<file path="config.mk">
export PLATFORM = sky130hd
export DESIGN_NAME = pipeline_ctrl_flat
export DESIGN_NICKNAME = d
export VERILOG_FILES = /design/src/rtl/pipeline_ctrl_if.sv /design/src/rtl/pipeline_ctrl.sv /design/src/flat_wrapper.sv
export SDC_FILE = /design/constraint.sdc
export NUM_CORES = 1
export LEC_CHECK = 0
export ABC_AREA = 1
export BUFFER_PORTS_ARGS = -buffer_cell sky130_fd_sc_hd__buf_2
export CAP_MARGIN = 15
export CORE_MARGIN = 2
export CORE_UTILIZATION = 34
export CTS_BUF_LIST = sky130_fd_sc_hd__clkbuf_2 sky130_fd_sc_hd__clkbuf_4 sky130_fd_sc_hd__clkbuf_8
export DETAILED_ROUTE_END_ITERATION = 8
export PLACE_DENSITY = 0.72
export SLEW_MARGIN = 0
export SYNTH_ARGS = -nofsm -noshare
export SYNTH_HDL_FRONTEND = slang
export SYNTH_SLANG_ARGS = --single-unit
</file>
<file path="constraint.sdc">
create_clock -name clk -period 3.1 [get_ports clk]
set_input_delay 0 -clock clk [delete_from_list [all_inputs] [get_ports clk]]
set_output_delay 0 -clock clk [all_outputs]
set_load 0.01 [all_outputs]
</file>
<file path="src/rtl/pipeline_ctrl_if.sv">
// Hazard/stall control bundle between the pipeline datapath (master) and pipeline_ctrl (slave).
interface pipeline_ctrl_if #(
  parameter int REG_ADDR_W = 3
);
  logic [REG_ADDR_W-1:0] id_rs1;
  logic [REG_ADDR_W-1:0] id_rs2;
  logic                  id_use_rs1;
  logic                  id_use_rs2;
  logic [REG_ADDR_W-1:0] ex_rd;
  logic                  ex_mem_read;
  logic                  ex_is_mul;
  logic                  ex_branch_taken;
  logic                  imem_busy;
  logic                  dmem_busy;

  logic                  pc_en;
  logic                  if_id_en;
  logic                  id_ex_en;
  logic                  ex_mem_en;
  logic                  mem_wb_en;
  logic                  if_id_flush;
  logic                  id_ex_flush;
  logic                  ex_mem_flush;
  logic                  mem_wb_flush;
  logic [15:0]           stall_cycles;

  modport master (
    output id_rs1, id_rs2, id_use_rs1, id_use_rs2, ex_rd, ex_mem_read,
           ex_is_mul, ex_branch_taken, imem_busy, dmem_busy,
    input  pc_en, if_id_en, id_ex_en, ex_mem_en, mem_wb_en,
           if_id_flush, id_ex_flush, ex_mem_flush, mem_wb_flush, stall_cycles
  );

  modport slave (
    input  id_rs1, id_rs2, id_use_rs1, id_use_rs2, ex_rd, ex_mem_read,
           ex_is_mul, ex_branch_taken, imem_busy, dmem_busy,
    output pc_en, if_id_en, id_ex_en, ex_mem_en, mem_wb_en,
           if_id_flush, id_ex_flush, ex_mem_flush, mem_wb_flush, stall_cycles
  );
endinterface

</file>
<file path="src/rtl/pipeline_ctrl.sv">
// 5-stage pipeline stall/flush controller with multi-cycle multiply wait.
// Optional stall performance counter enabled by defining PIPE_PERF_CNT_EN.
module pipeline_ctrl #(
  parameter int MUL_CYCLES = 4,
  parameter int REG_ADDR_W = 3
) (
  input logic           clk,
  input logic           reset,
  pipeline_ctrl_if.slave bus
);
  localparam int              CNT_W    = $clog2(MUL_CYCLES);
  localparam logic [CNT_W-1:0] CNT_LOAD = CNT_W'(MUL_CYCLES - 2);
  localparam logic [CNT_W-1:0] CNT_ONE  = CNT_W'(1);

  typedef enum logic {RUN, MUL_WAIT} state_t;

  state_t           state_q, state_d;
  logic [CNT_W-1:0] cnt_q, cnt_d;

  logic [REG_ADDR_W-1:0] rs1, rs2, rd;
  logic                  load_use;

  logic pc_en, if_id_en, id_ex_en, ex_mem_en, mem_wb_en;
  logic if_id_flush, id_ex_flush, ex_mem_flush, mem_wb_flush;

  assign rs1 = bus.id_rs1;
  assign rs2 = bus.id_rs2;
  assign rd  = bus.ex_rd;

  assign load_use = bus.ex_mem_read &&
                    ((bus.id_use_rs1 && (rs1 == rd)) ||
                     (bus.id_use_rs2 && (rs2 == rd)));

  always_ff @(posedge clk) begin
    if (reset) begin
      state_q <= RUN;
      cnt_q   <= '0;
    end else begin
      state_q <= state_d;
      cnt_q   <= cnt_d;
    end
  end

  // Priority chain: reset, dmem_busy, multiply, branch, load-use, imem_busy.
  always_comb begin
    state_d      = state_q;
    cnt_d        = cnt_q;
    pc_en        = 1'b1;
    if_id_en     = 1'b1;
    id_ex_en     = 1'b1;
    ex_mem_en    = 1'b1;
    mem_wb_en    = 1'b1;
    if_id_flush  = 1'b0;
    id_ex_flush  = 1'b0;
    ex_mem_flush = 1'b0;
    mem_wb_flush = 1'b0;

    if (reset) begin
      state_d      = RUN;
      cnt_d        = '0;
      pc_en        = 1'b0;
      if_id_en     = 1'b0;
      id_ex_en     = 1'b0;
      ex_mem_en    = 1'b0;
      mem_wb_en    = 1'b0;
      if_id_flush  = 1'b1;
      id_ex_flush  = 1'b1;
      ex_mem_flush = 1'b1;
      mem_wb_flush = 1'b1;
    end else if (bus.dmem_busy) begin
      pc_en     = 1'b0;
      if_id_en  = 1'b0;
      id_ex_en  = 1'b0;
      ex_mem_en = 1'b0;
      mem_wb_en = 1'b0;
    end else if (state_q == MUL_WAIT) begin
      // Branch and load-use are meaningless while EX is occupied by the multiply.
      if (cnt_q != '0) begin
        pc_en        = 1'b0;
        if_id_en     = 1'b0;
        id_ex_en     = 1'b0;
        ex_mem_flush = 1'b1;
        cnt_d        = cnt_q - CNT_ONE;
      end else begin
        state_d = RUN;
      end
    end else if (bus.ex_is_mul) begin
      pc_en        = 1'b0;
      if_id_en     = 1'b0;
      id_ex_en     = 1'b0;
      ex_mem_flush = 1'b1;
      cnt_d        = CNT_LOAD;
      state_d      = MUL_WAIT;
    end else if (bus.ex_branch_taken) begin
      if_id_flush = 1'b1;
      id_ex_flush = 1'b1;
    end else if (load_use) begin
      pc_en       = 1'b0;
      if_id_en    = 1'b0;
      id_ex_flush = 1'b1;
    end else if (bus.imem_busy) begin
      pc_en       = 1'b0;
      if_id_flush = 1'b1;
    end
  end

  assign bus.pc_en        = pc_en;
  assign bus.if_id_en     = if_id_en;
  assign bus.id_ex_en     = id_ex_en;
  assign bus.ex_mem_en    = ex_mem_en;
  assign bus.mem_wb_en    = mem_wb_en;
  assign bus.if_id_flush  = if_id_flush;
  assign bus.id_ex_flush  = id_ex_flush;
  assign bus.ex_mem_flush = ex_mem_flush;
  assign bus.mem_wb_flush = mem_wb_flush;

`ifdef PIPE_PERF_CNT_EN
  logic [15:0] stall_q, stall_d;

  always_comb begin
    stall_d = stall_q;
    if (!pc_en && (stall_q != 16'hFFFF)) begin
      stall_d = stall_q + 16'd1;
    end
  end

  always_ff @(posedge clk) begin
    if (reset) begin
      stall_q <= 16'd0;
    end else begin
      stall_q <= stall_d;
    end
  end

  assign bus.stall_cycles = stall_q;
`else
  assign bus.stall_cycles = 16'd0;
`endif
endmodule

</file>
<file path="src/flat_wrapper.sv">
// flat-port wrapper written by rule: the top's interface ports become plain ports
module pipeline_ctrl_flat 
#(
  parameter int MUL_CYCLES = 4,
  parameter int REG_ADDR_W = 3
)
  (clk, reset, bus_id_rs1, bus_id_rs2, bus_id_use_rs1, bus_id_use_rs2, bus_ex_rd, bus_ex_mem_read, bus_ex_is_mul, bus_ex_branch_taken, bus_imem_busy, bus_dmem_busy, bus_pc_en, bus_if_id_en, bus_id_ex_en, bus_ex_mem_en, bus_mem_wb_en, bus_if_id_flush, bus_id_ex_flush, bus_ex_mem_flush, bus_mem_wb_flush, bus_stall_cycles);
  pipeline_ctrl_if #(.REG_ADDR_W(REG_ADDR_W)) bus_i ();
  input logic clk;
  input logic reset;
  input wire logic [$bits(bus_i.id_rs1)-1:0] bus_id_rs1;
  input wire logic [$bits(bus_i.id_rs2)-1:0] bus_id_rs2;
  input wire logic [$bits(bus_i.id_use_rs1)-1:0] bus_id_use_rs1;
  input wire logic [$bits(bus_i.id_use_rs2)-1:0] bus_id_use_rs2;
  input wire logic [$bits(bus_i.ex_rd)-1:0] bus_ex_rd;
  input wire logic [$bits(bus_i.ex_mem_read)-1:0] bus_ex_mem_read;
  input wire logic [$bits(bus_i.ex_is_mul)-1:0] bus_ex_is_mul;
  input wire logic [$bits(bus_i.ex_branch_taken)-1:0] bus_ex_branch_taken;
  input wire logic [$bits(bus_i.imem_busy)-1:0] bus_imem_busy;
  input wire logic [$bits(bus_i.dmem_busy)-1:0] bus_dmem_busy;
  output wire logic [$bits(bus_i.pc_en)-1:0] bus_pc_en;
  output wire logic [$bits(bus_i.if_id_en)-1:0] bus_if_id_en;
  output wire logic [$bits(bus_i.id_ex_en)-1:0] bus_id_ex_en;
  output wire logic [$bits(bus_i.ex_mem_en)-1:0] bus_ex_mem_en;
  output wire logic [$bits(bus_i.mem_wb_en)-1:0] bus_mem_wb_en;
  output wire logic [$bits(bus_i.if_id_flush)-1:0] bus_if_id_flush;
  output wire logic [$bits(bus_i.id_ex_flush)-1:0] bus_id_ex_flush;
  output wire logic [$bits(bus_i.ex_mem_flush)-1:0] bus_ex_mem_flush;
  output wire logic [$bits(bus_i.mem_wb_flush)-1:0] bus_mem_wb_flush;
  output wire logic [$bits(bus_i.stall_cycles)-1:0] bus_stall_cycles;
  assign bus_i.id_rs1 = bus_id_rs1;
  assign bus_i.id_rs2 = bus_id_rs2;
  assign bus_i.id_use_rs1 = bus_id_use_rs1;
  assign bus_i.id_use_rs2 = bus_id_use_rs2;
  assign bus_i.ex_rd = bus_ex_rd;
  assign bus_i.ex_mem_read = bus_ex_mem_read;
  assign bus_i.ex_is_mul = bus_ex_is_mul;
  assign bus_i.ex_branch_taken = bus_ex_branch_taken;
  assign bus_i.imem_busy = bus_imem_busy;
  assign bus_i.dmem_busy = bus_dmem_busy;
  assign bus_pc_en = bus_i.pc_en;
  assign bus_if_id_en = bus_i.if_id_en;
  assign bus_id_ex_en = bus_i.id_ex_en;
  assign bus_ex_mem_en = bus_i.ex_mem_en;
  assign bus_mem_wb_en = bus_i.mem_wb_en;
  assign bus_if_id_flush = bus_i.if_id_flush;
  assign bus_id_ex_flush = bus_i.id_ex_flush;
  assign bus_ex_mem_flush = bus_i.ex_mem_flush;
  assign bus_mem_wb_flush = bus_i.mem_wb_flush;
  assign bus_stall_cycles = bus_i.stall_cycles;
  pipeline_ctrl #(.MUL_CYCLES(MUL_CYCLES), .REG_ADDR_W(REG_ADDR_W)) u_core (.clk(clk), .reset(reset), .bus(bus_i));
endmodule
</file>
==> flow_metrics.py, run 1 <==
metrics = {
    "drt": {
        "wl_per_cell_microns": 7.34,
        "vias_per_cell": 4.01,
        "drt_iter0_drc": 3,
        "firstDrtPassIters": 2,
        "vias": 550,
        "postRouteAntennaNets": 0,
        "wl_microns": 1010,
        "drc": 0,
    },
    "sta": {
        "setup_violations": 0,
        "fmax_ghz": 0.712,
        "tns_ns": 0,
        "finalHoldViolations": 0,
        "drv_slew": 0,
        "fin_skew_ns": 0.00251,
        "fin_crit_ns": 1.40,
        "rsz0062_at_grt": "no",
        "finalCritPeriodShare_pct": 45.3,
    },
    "synth": {
        "syn_area_sq_um": 526,
        "netlist_instances": 94,
        "yosysWarnings": 0,
        "ys_seq_area_share_pct": 11.4,
        "ys_ff_latch": 3,
        "syn_avg_cell_area_sq_um": 5.59,
        "ys_types": 15,
    },
    "worst_hold_path": {
        "holdPathEnd": "u_core.state_q",
        "hold_start": "reset",
        "min_path_cells": 2,
        "min_path_type": "primary input to flop",
    },
    "floorplan": {
        "die_w_microns": 43.3,
        "io_pins": 43,
        "rows": 14,
        "die_height_microns": 43.3,
        "die-area_sq_mm": 0.00188,
        "fp.coreArea_sq_mm": 0.00147,
        "initial_core_util_pct": 35.7,
    },
    "clock_tree": {
        "cts_tree": "yes",
        "cts_setup_buffers": 0,
        "clk_transition_reported_paths_ns": 0.04,
        "clkSinkCount": 3,
        "clock_latency_ns": 0.23,
        "cts_max_level": 1,
        "cts-resized-gates": 0,
        "cts_buffer_depth": 2,
        "cts_buffers": 3,
        "cts-root-buf": "clkbuf_4",
        "holdBufCountCts": 0,
    },
    "flow_run": {
        "maxCapViolations": 0,
    },
    "status": {
        "status": "finished, final reports clean",
    },
    "pwr": {
        "pwr_density_cell_mw_per_mm2": 310,
        "intPower_w": 0.000126,
        "seq_power_share_pct": 22.6,
        "netSwitchingPower_w": 0.0000679,
        "p_leak_nw": 0.433,
        "power_w": 0.000194,
        "peakVddDrop_mv": 0.166,
        "combPwrFrac_pct": 37.6,
        "p_sw_share_pct": 35.0,
        "p_clk_share_pct": 39.8,
    },
    "final_layout": {
        "syn_to_final_growth_pct": 19.3,
        "fin_util_pct": 42.6,
        "layout_common_cells": "32 x nand2_1, 26 x buf_2, 17 x inv_1",
        "drive_above_1_share_pct": 28.9,
        "nets": 141,
        "diodes": 0,
        "final_common_cell": "nand2_1",
    },
    "placement": {
        "gp_congestion": 0.651,
        "numPortBuffers": 26,
        "dpl.hpwl_microns": 897,
    },
    "critical_path": {
        "rr_worst_depth": 8,
        "startpoint_type": "flop",
        "crit_required_ns": 3.10,
        "crit_start": "u_core.cnt_q[0]",
        "cp.arrival_ns": 1.40,
        "crit_fanout": 3,
        "r2r-start": "u_core.cnt_q[0]",
        "rrSetupSlack_ns": 1.86,
        "end_kind": "primary output",
        "worstReg2RegEnd": "u_core.cnt_q[0]",
        "path_class": "flop to primary output",
    },
    "grt": {
        "grt_max_degree": 7,
        "first_global_vias": 456,
        "grt_pass1_wl_microns": 1730,
        "antenna_found_initial": 0,
        "gr-total-overflow": 0,
        "grt_usage_pct": 12.4,
    },
}
[metal layers]
layer  GRT usage (%)  vias to the layer above  wire (microns)
li1                -                      297               -
met1            13.4                      226             381
met2            21.2                       27             519
met3            2.55                        0             105
met4            9.09                        0               0
met5               0                        -               0
[kinds of logic (layout without fill, tap and decap cells)]
| group | after synthesis | after routing | share of synthesized area [%] |
|---|---|---|---|
| DFF | 3 | 3 | 11.4 |
| adders and majority gates | 1 | 1 | 2.38 |
| other | 1 | 16 | 0.714 |
| buffers and inverters | 35 | 47 | 37.9 |
| AOI/OAI and AO/OA | 5 | 5 | 6.19 |
| and+or+nand+nor | 49 | 49 | 41.4 |
[worst max-delay path, cell delays in order, from the launching register on]
cell and delay, ns:
dfxtp_1 0.29, inv_1 0.10, ha_1 0.16, nand2_1 0.05, inv_1 0.11, nor2_4 0.06
nor3_4 0.15, nand3_1 0.09, inv_1 0.06, buf_2 0.12
[synth_stat cells]
| cell type | count | share of area (%) |
|---|---|---|
| nor2_1 | 10 | 7.1 |
| buf_4 | 18 | 26 |
| nor2_2 | 1 | 1.2 |
| ha_1 | 1 | 2.4 |
| a211oi_2 | 1 | 2.4 |
| o21ai_0 | 1 | 0.95 |
| dfxtp_1 | 3 | 11 |
| conb_1 | 1 | 0.71 |
| nor3_4 | 1 | 3.1 |
| inv_1 | 17 | 12 |
| nand2_4 | 1 | 2.1 |
| a21oi_1 | 3 | 2.9 |
| nand3_1 | 3 | 2.9 |
| nand2_1 | 32 | 23 |
| nor2_4 | 1 | 2.1 |
[flip-flops by register name, indices dropped and copies added (netlist names)]
signal / count
u_core.cnt_q: 2
u_core.state_q: 1
[power groups by stage]
| stage | logic, W | clock network, W | registers [W] |
|---|---|---|---|
| final | 0.0000729 | 0.0000772 | 0.0000439 |
| after global routing | 0.0000843 | 0.0000841 | 0.0000441 |
| after global placement | 0.0000713 | 0 | 0.0000443 |
| after CTS | 0.0000736 | 0.0000815 | 0.0000440 |
| after detailed placement | 0.0000732 | 0 | 0.0000445 |
| after floorplan | 0.0000637 | 0 | 0.0000440 |
[worst max-delay path by stage]
stage,end,depth (start not counted)
after CTS,bus_pc_en,9
after global routing,bus_pc_en,9
after global placement,u_core.cnt_q[0],8
final,bus_pc_en,9
after floorplan,u_core.cnt_q[0],8
after detailed placement,u_core.cnt_q[0],8
[layout make-up]
type                            count  area [sq um]
Clock buffer                        4          30.0
Tap cell                           16          20.0
Fill cell                         175           845
Inverter                           17          63.8
Multi-Input combinational cell     71           323
Sequential cell                     3          60.1
Timing Repair Buffer               26           130
[through the flow]
stage | hold WS (ns) | cell area, sq um | worst slack [ns] | instances
4_1_cts | 0.0407 | 627 | 1.66 | 137
2_1_floorplan | 0.0292 | 582 | 1.95 | 109
6_report | 0.0529 | 627 | 1.70 | 137
5_1_grt | 0.0622 | 627 | 1.54 | 137
3_3_place_gp | 0.285 | 597 | 1.92 | 133
3_5_place_dp | 0.288 | 597 | 1.85 | 133
(Power assumes the default switching activity.)
==> run 2: changes to the inputs <==
ABC_AREA = 0   (was 1)
PLACE_DENSITY = 0.74   (was 0.72)
clock period = 1.37 ns   (was 3.1 ns; I/O delays follow)
==> flow_metrics.py, run 2 <==
metrics = {
    "clock_tree": {
        "cts_tree": "yes",
        "clkSinkCount": 3,
        "cts_max_level": 1,
        "cts_buffers": 3,
        "cts_buffer_depth": 2,
        "clk_transition_reported_paths_ns": 0.04,
        "clock_latency_ns": 0.23,
        "holdBufCountCts": 0,
        "cts-root-buf": "clkbuf_4",
    },
    "grt": {
        "grt_max_degree": 10,
        "grtUsageMet1_pct": 14.9,
        "grt_pass1_wl_microns": 1570,
        "first_global_vias": 389,
        "gr-total-overflow": 0,
        "grt_usage_pct": 13.9,
        "antenna_found_initial": 0,
        "grt_util_met2_pct": 27.3,
        "grt_busiest_layer": "met2",
        "grt_use_met3_pct": 1.60,
    },
    "status": {
        "status": "complete, but fails checks",
        "violations": "negative setup slack",
    },
    "floorplan": {
        "initial_core_util_pct": 36.4,
        "die_height_microns": 41.3,
        "die-area_sq_mm": 0.00171,
        "fp.coreArea_sq_mm": 0.00130,
        "io_pins": 43,
        "rows": 13,
        "die_w_microns": 41.3,
    },
    "synth": {
        "ys_seq_area_share_pct": 12.7,
        "yosysWarnings": 0,
        "synth_async_sr_flop_share_pct": 0,
        "syn_area_sq_um": 474,
        "ys_ff_latch": 3,
        "yosys.cell_count.top_type": "buf_4",
        "synth_flop_cell": "dfxtp_1",
        "netlist_instances": 67,
        "synth-edff-count": 0,
        "synth_largest_area_cell": "buf_4",
        "synth_area_leaders": "buf_4 28%, dfxtp_1 13%, xnor2_1 11%, a31oi_1 4.0%, inv_1 4.0%",
        "syn_avg_cell_area_sq_um": 7.08,
        "synth_common_cells": "18 x buf_4, 6 x xnor2_1, 5 x inv_1, 5 x nor2_1",
        "ys_types": 25,
        "netlist.area_leader.share_pct": 28.5,
    },
    "flow_run": {
        "maxCapViolations": 0,
    },
    "worst_hold_path": {
        "holdPathEnd": "u_core.cnt_q[0]",
        "hold_start": "reset",
        "min_path_type": "primary input to flop",
        "min_path_cells": 2,
    },
    "sta": {
        "rsz0062_at_grt": "yes",
        "setup_violations": 1,
        "worst_hold_slack_ns": 0.0496,
        "finalHoldViolations": 0,
        "fmax_ghz": 0.710,
        "fin_crit_ns": 1.41,
        "fin_skew_ns": 0.00515,
        "drv_slew": 0,
        "setup_ws_ns": -0.0388,
        "finalCritPeriodShare_pct": 103,
    },
    "critical_path": {
        "rr_worst_depth": 5,
        "crit_fanout": 3,
        "worstReg2RegEnd": "u_core.cnt_q[1]",
        "path_class": "flop to primary output",
        "end_kind": "primary output",
        "crit_required_ns": 1.37,
        "rrSetupSlack_ns": 0.17,
        "startpoint_type": "flop",
        "cp.arrival_ns": 1.41,
        "r2r-start": "u_core.cnt_q[0]",
    },
    "final_layout": {
        "syn_to_final_growth_pct": 31.7,
        "final_common_cell": "buf_2",
        "fin_cells": 110,
        "nets": 115,
        "diodes": 0,
        "layout_common_cells": "26 x buf_2, 16 x conb_1, 6 x xnor2_1",
        "largest_reg_flops": 2,
        "drive_above_1_share_pct": 47.4,
        "fillCellCount": 141,
        "fin_util_pct": 48.0,
        "reg_top3": "u_core.cnt_q x2, u_core.state_q x1",
        "top_register": "u_core.cnt_q",
    },
    "drt": {
        "vias_per_cell": 4.53,
        "vias": 498,
        "firstDrtPassIters": 1,
        "drc": 0,
        "wl_per_cell_microns": 9.59,
        "postRouteAntennaNets": 0,
        "drt_iter0_drc": 0,
        "wl_microns": 1060,
    },
    "placement": {
        "numPortBuffers": 26,
        "gp_congestion": 0.743,
        "placed_cells": 105,
        "dpl.hpwl_microns": 857,
    },
    "pwr": {
        "p_leak_nw": 0.324,
        "pwr_density_cell_mw_per_mm2": 722,
        "peakVddDrop_mv": 0.233,
    },
}
## run 2: cell types whose count changed in the layout (fill, tap and decap cells not counted), moves of 2 or more
cell	previous run	this run
dfxtp_1	3	0
inv_1	17	3
xnor2_1	0	6
nand4_1	0	2
nand2_1	32	3
dfxtp_2	0	3
nand3_1	3	0
o21ai_0	1	3
a31oi_1	0	3
a21o_1	0	2
inv_2	0	2
nor2_1	10	3
buf_4	0	2
## run 2: area by class of cell
class / count / area (sq um) / share of cell area, %
flip-flops and latches: 3 / 63.8 / 10.2
repair buffers: 28 / 145 / 23.2
multi-input cells: 55 / 348 / 55.7
clock buffers: 4 / 30.0 / 4.81
inverters: 5 / 18.8 / 3.01
well taps: 15 / 18.8 / 3.01
## run 2: cells by family (layout without fill, tap and decap cells)
group,Yosys count,count (layout),synth area share [%]
buf+inv,24,37,33.5
simple gates,17,17,18.2
compound gates,15,15,21.1
xor+xnor,6,6,11.1
flops,3,3,12.7
fa+ha+maj,1,1,2.64
other cells,1,16,0.791
## run 2: how the worst max path moves through the flow
| stage | startpoint | slack [ns] | to | cells after the start |
|---|---|---|---|---|
| final | u_core.cnt_q[0] | -0.04 | bus_pc_en | 7 |
| after global routing | u_core.cnt_q[1] | -0.11 | bus_pc_en | 7 |
| after CTS | u_core.cnt_q[1] | -0.06 | bus_pc_en | 7 |
| after detailed placement | u_core.cnt_q[0] | 0.08 | bus_pc_en | 7 |
| after global placement | u_core.cnt_q[0] | 0.13 | bus_pc_en | 7 |
| after floorplan | u_core.cnt_q[0] | 0.18 | bus_pc_en | 6 |
## run 2: timing repair
| action | CTS | global route |
|---|---|---|
| resized for setup | 10 | 3 |
| endpoints found under the setup margin | 5 | 5 |
| setup buffers | 0 | 1 |
| pin swaps | 2 | 2 |
| gates cloned | 0 | 0 |
## run 2: power by group
| part | switching, W | internal, W | leakage, nW | total (W) |
|---|---|---|---|---|
| combinational | 0.0000993 | 0.0000764 | 0.280 | 0.000176 |
| clock | 0.0000450 | 0.000129 | 0.0184 | 0.000174 |
| sequential | 0.00000692 | 0.0000944 | 0.0258 | 0.000101 |
## run 2: critical path: stages (launching register included)
cell	delay [ns]
dfxtp_2	0.32
inv_2	0.06
ha_4	0.13
and2_4	0.17
nor2_2	0.05
a21o_1	0.17
a31oi_1	0.13
buf_2	0.15
## run 2: per-stage QoR
stage | total power, W | setup slack, ns | instance area [sq um] | TNS [ns]
finish | 0.000451 | -0.0388 | 624 | -0.0388
global route | 0.000494 | -0.107 | 624 | -0.134
CTS | 0.000451 | -0.0621 | 606 | -0.0840
detailed placement | 0.000260 | 0.0764 | 547 | 0
global placement | 0.000256 | 0.126 | 547 | 0
floorplan | 0.000234 | 0.176 | 531 | 0
## run 2: metal layers
| layer | vias up | share of wire (%) | wire (microns) |
|---|---|---|---|
| li1 | 248 | - | - |
| met1 | 221 | 38 | 403 |
| met2 | 29 | 51 | 543 |
| met3 | 0 | 10 | 108 |
| met4 | 0 | 0 | 0 |
| met5 | - | 0 | 0 |
==> run 3: changes to the inputs <==
CORE_MARGIN = 1   (was 2)
==> flow_metrics.py, run 3 (same netlist as run 2, synthesis figures left out) <==
metrics = {
    "final_layout": {
        "fin_util_pct": 48.4,
        "layout_common_cells": "26 x buf_2, 16 x conb_1, 6 x xnor2_1",
        "diodes": 0,
        "top_register": "u_core.cnt_q",
        "design_area_sq_um": 629,
        "final_common_cell": "buf_2",
        "reg_top3": "u_core.cnt_q x2, u_core.state_q x1",
        "largest_reg_flops": 2,
        "drive_above_1_share_pct": 47.4,
        "fillCellCount": 134,
        "syn_to_final_growth_pct": 32.7,
        "nets": 117,
        "fin_cells": 112,
    },
    "placement": {
        "placed_cells": 105,
        "gp_congestion": 0.641,
        "post_dp_cell_area_sq_um": 547,
        "preCtsSetupSlack_ns": 0.102,
        "dpl.hpwl_microns": 776,
        "numPortBuffers": 26,
    },
    "clock_tree": {
        "cts_tree": "yes",
        "clkSinkCount": 3,
        "cts_buffer_depth": 2,
        "cts-root-buf": "clkbuf_4",
        "clk_transition_reported_paths_ns": 0.04,
        "cts_buffers": 3,
        "clock_latency_ns": 0.23,
        "holdBufCountCts": 0,
        "cts_max_level": 1,
    },
    "drt": {
        "vias_per_cell": 4.54,
        "firstDrtPassIters": 4,
        "wl_per_cell_microns": 9.29,
        "postRouteAntennaNets": 0,
        "wl_microns": 1040,
        "vias": 508,
        "drc": 0,
        "drt_iter0_drc": 5,
    },
    "critical_path": {
        "crit_fanout": 3,
        "crit_slowest_cell": "dfxtp_2",
        "path_class": "flop to primary output",
        "cp.arrival_ns": 1.41,
        "end_kind": "primary output",
        "max_stage_delay_ns": 0.31,
        "path_buf_inv": 2,
        "crit_required_ns": 1.37,
        "startpoint_type": "flop",
        "crit_family": "flip-flops",
        "crit_chain": "inv_2 -> ha_4 -> and2_4 -> nor2_2 -> a21o_1 -> a31oi_1 -> buf_2",
    },
    "grt": {
        "gr-total-overflow": 0,
        "antenna_found_initial": 0,
        "grt_usage_pct": 12.9,
        "grt_pass1_wl_microns": 1340,
        "first_global_vias": 360,
        "grt_max_degree": 10,
    },
    "status": {
        "violations": "negative setup slack",
        "status": "complete, but fails checks",
    },
    "pwr": {
        "peakVddDrop_mv": 0.404,
        "pwr_density_cell_mw_per_mm2": 727,
        "p_leak_nw": 0.330,
    },
    "flow_run": {
        "maxCapViolations": 0,
    },
    "sta": {
        "finalCritPeriodShare_pct": 103,
        "drv_slew": 0,
        "setup_violations": 1,
        "fin_crit_ns": 1.41,
        "finalHoldViolations": 0,
        "fin_skew_ns": 0.000361,
        "setup_ws_ns": -0.0376,
        "rsz0062_at_grt": "yes",
        "fmax_ghz": 0.710,
    },
    "floorplan": {
        "fp.coreArea_sq_mm": 0.00130,
        "initial_core_util_pct": 36.4,
        "io_pins": 43,
        "die_w_microns": 39.3,
        "die-area_sq_mm": 0.00155,
        "rows": 13,
        "die_height_microns": 39.3,
    },
    "worst_hold_path": {
        "min_path_type": "primary input to flop",
    },
}
[run 3: worst paths after layout]
path,startpoint,end,slack (ns),cells after the start
max,u_core.cnt_q[1],bus_pc_en,-0.04,7
min,reset,u_core.state_q,0.05,2
max reg2reg,u_core.cnt_q[0],u_core.cnt_q[1],0.20,5
min reg2reg,u_core.cnt_q[1],u_core.cnt_q[1],0.51,2
[run 3: repair_timing]
item | CTS | global route
buffers inserted | 2 | 1
endpoints found under the setup margin | 4 | 4
pin swaps | 2 | 2
gates resized for setup | 10 | 1
[run 3: cell type report]
| cell class | instances | area [sq um] | share of cell area (%) |
|---|---|---|---|
| multi-input cells | 55 | 338 | 53.7 |
| repair buffers | 30 | 160 | 25.4 |
| flip-flops and latches | 3 | 63.8 | 10.1 |
| clock buffers | 4 | 30.0 | 4.77 |
| inverters | 5 | 18.8 | 2.98 |
| well taps | 15 | 18.8 | 2.98 |
[run 3: worst register-to-register path, delay by kind of cell (launching register included)]
family                   cells  cell delay (ns)
AO/OA/AOI/OAI                2             0.36
flip-flops                   1             0.32
adder cells (fa/ha/maj)      1             0.22
AND/OR/NAND/NOR              1             0.13
buffers and inverters        1             0.05
[run 3: report_power, final]
group | internal [W] | leakage, nW | total (W) | switching (W)
sequential | 0.0000945 | 0.0258 | 0.000101 | 0.00000671
combinational | 0.0000814 | 0.286 | 0.000181 | 0.0000996
clock | 0.000129 | 0.0184 | 0.000175 | 0.0000464
[run 3: routing by layer]
layer | vias to the layer above | wire, microns | global-route usage, %
li1 | 251 | - | -
met1 | 217 | 404 | 12.7
met2 | 40 | 493 | 25.8
met3 | 0 | 142 | 5.68
met4 | 0 | 0 | 0
met5 | - | 0 | 0
[run 3: per-stage QoR]
| step | hold slack [ns] | total power [W] | TNS (ns) |
|---|---|---|---|
| after CTS | 0.0463 | 0.000456 | -0.0517 |
| after detailed placement | 0.299 | 0.000259 | 0 |
| after floorplan | 0.0373 | 0.000234 | 0 |
| after global routing | 0.0520 | 0.000492 | -0.146 |
| final | 0.0500 | 0.000458 | -0.0376 |
| after global placement | 0.291 | 0.000254 | 0 |
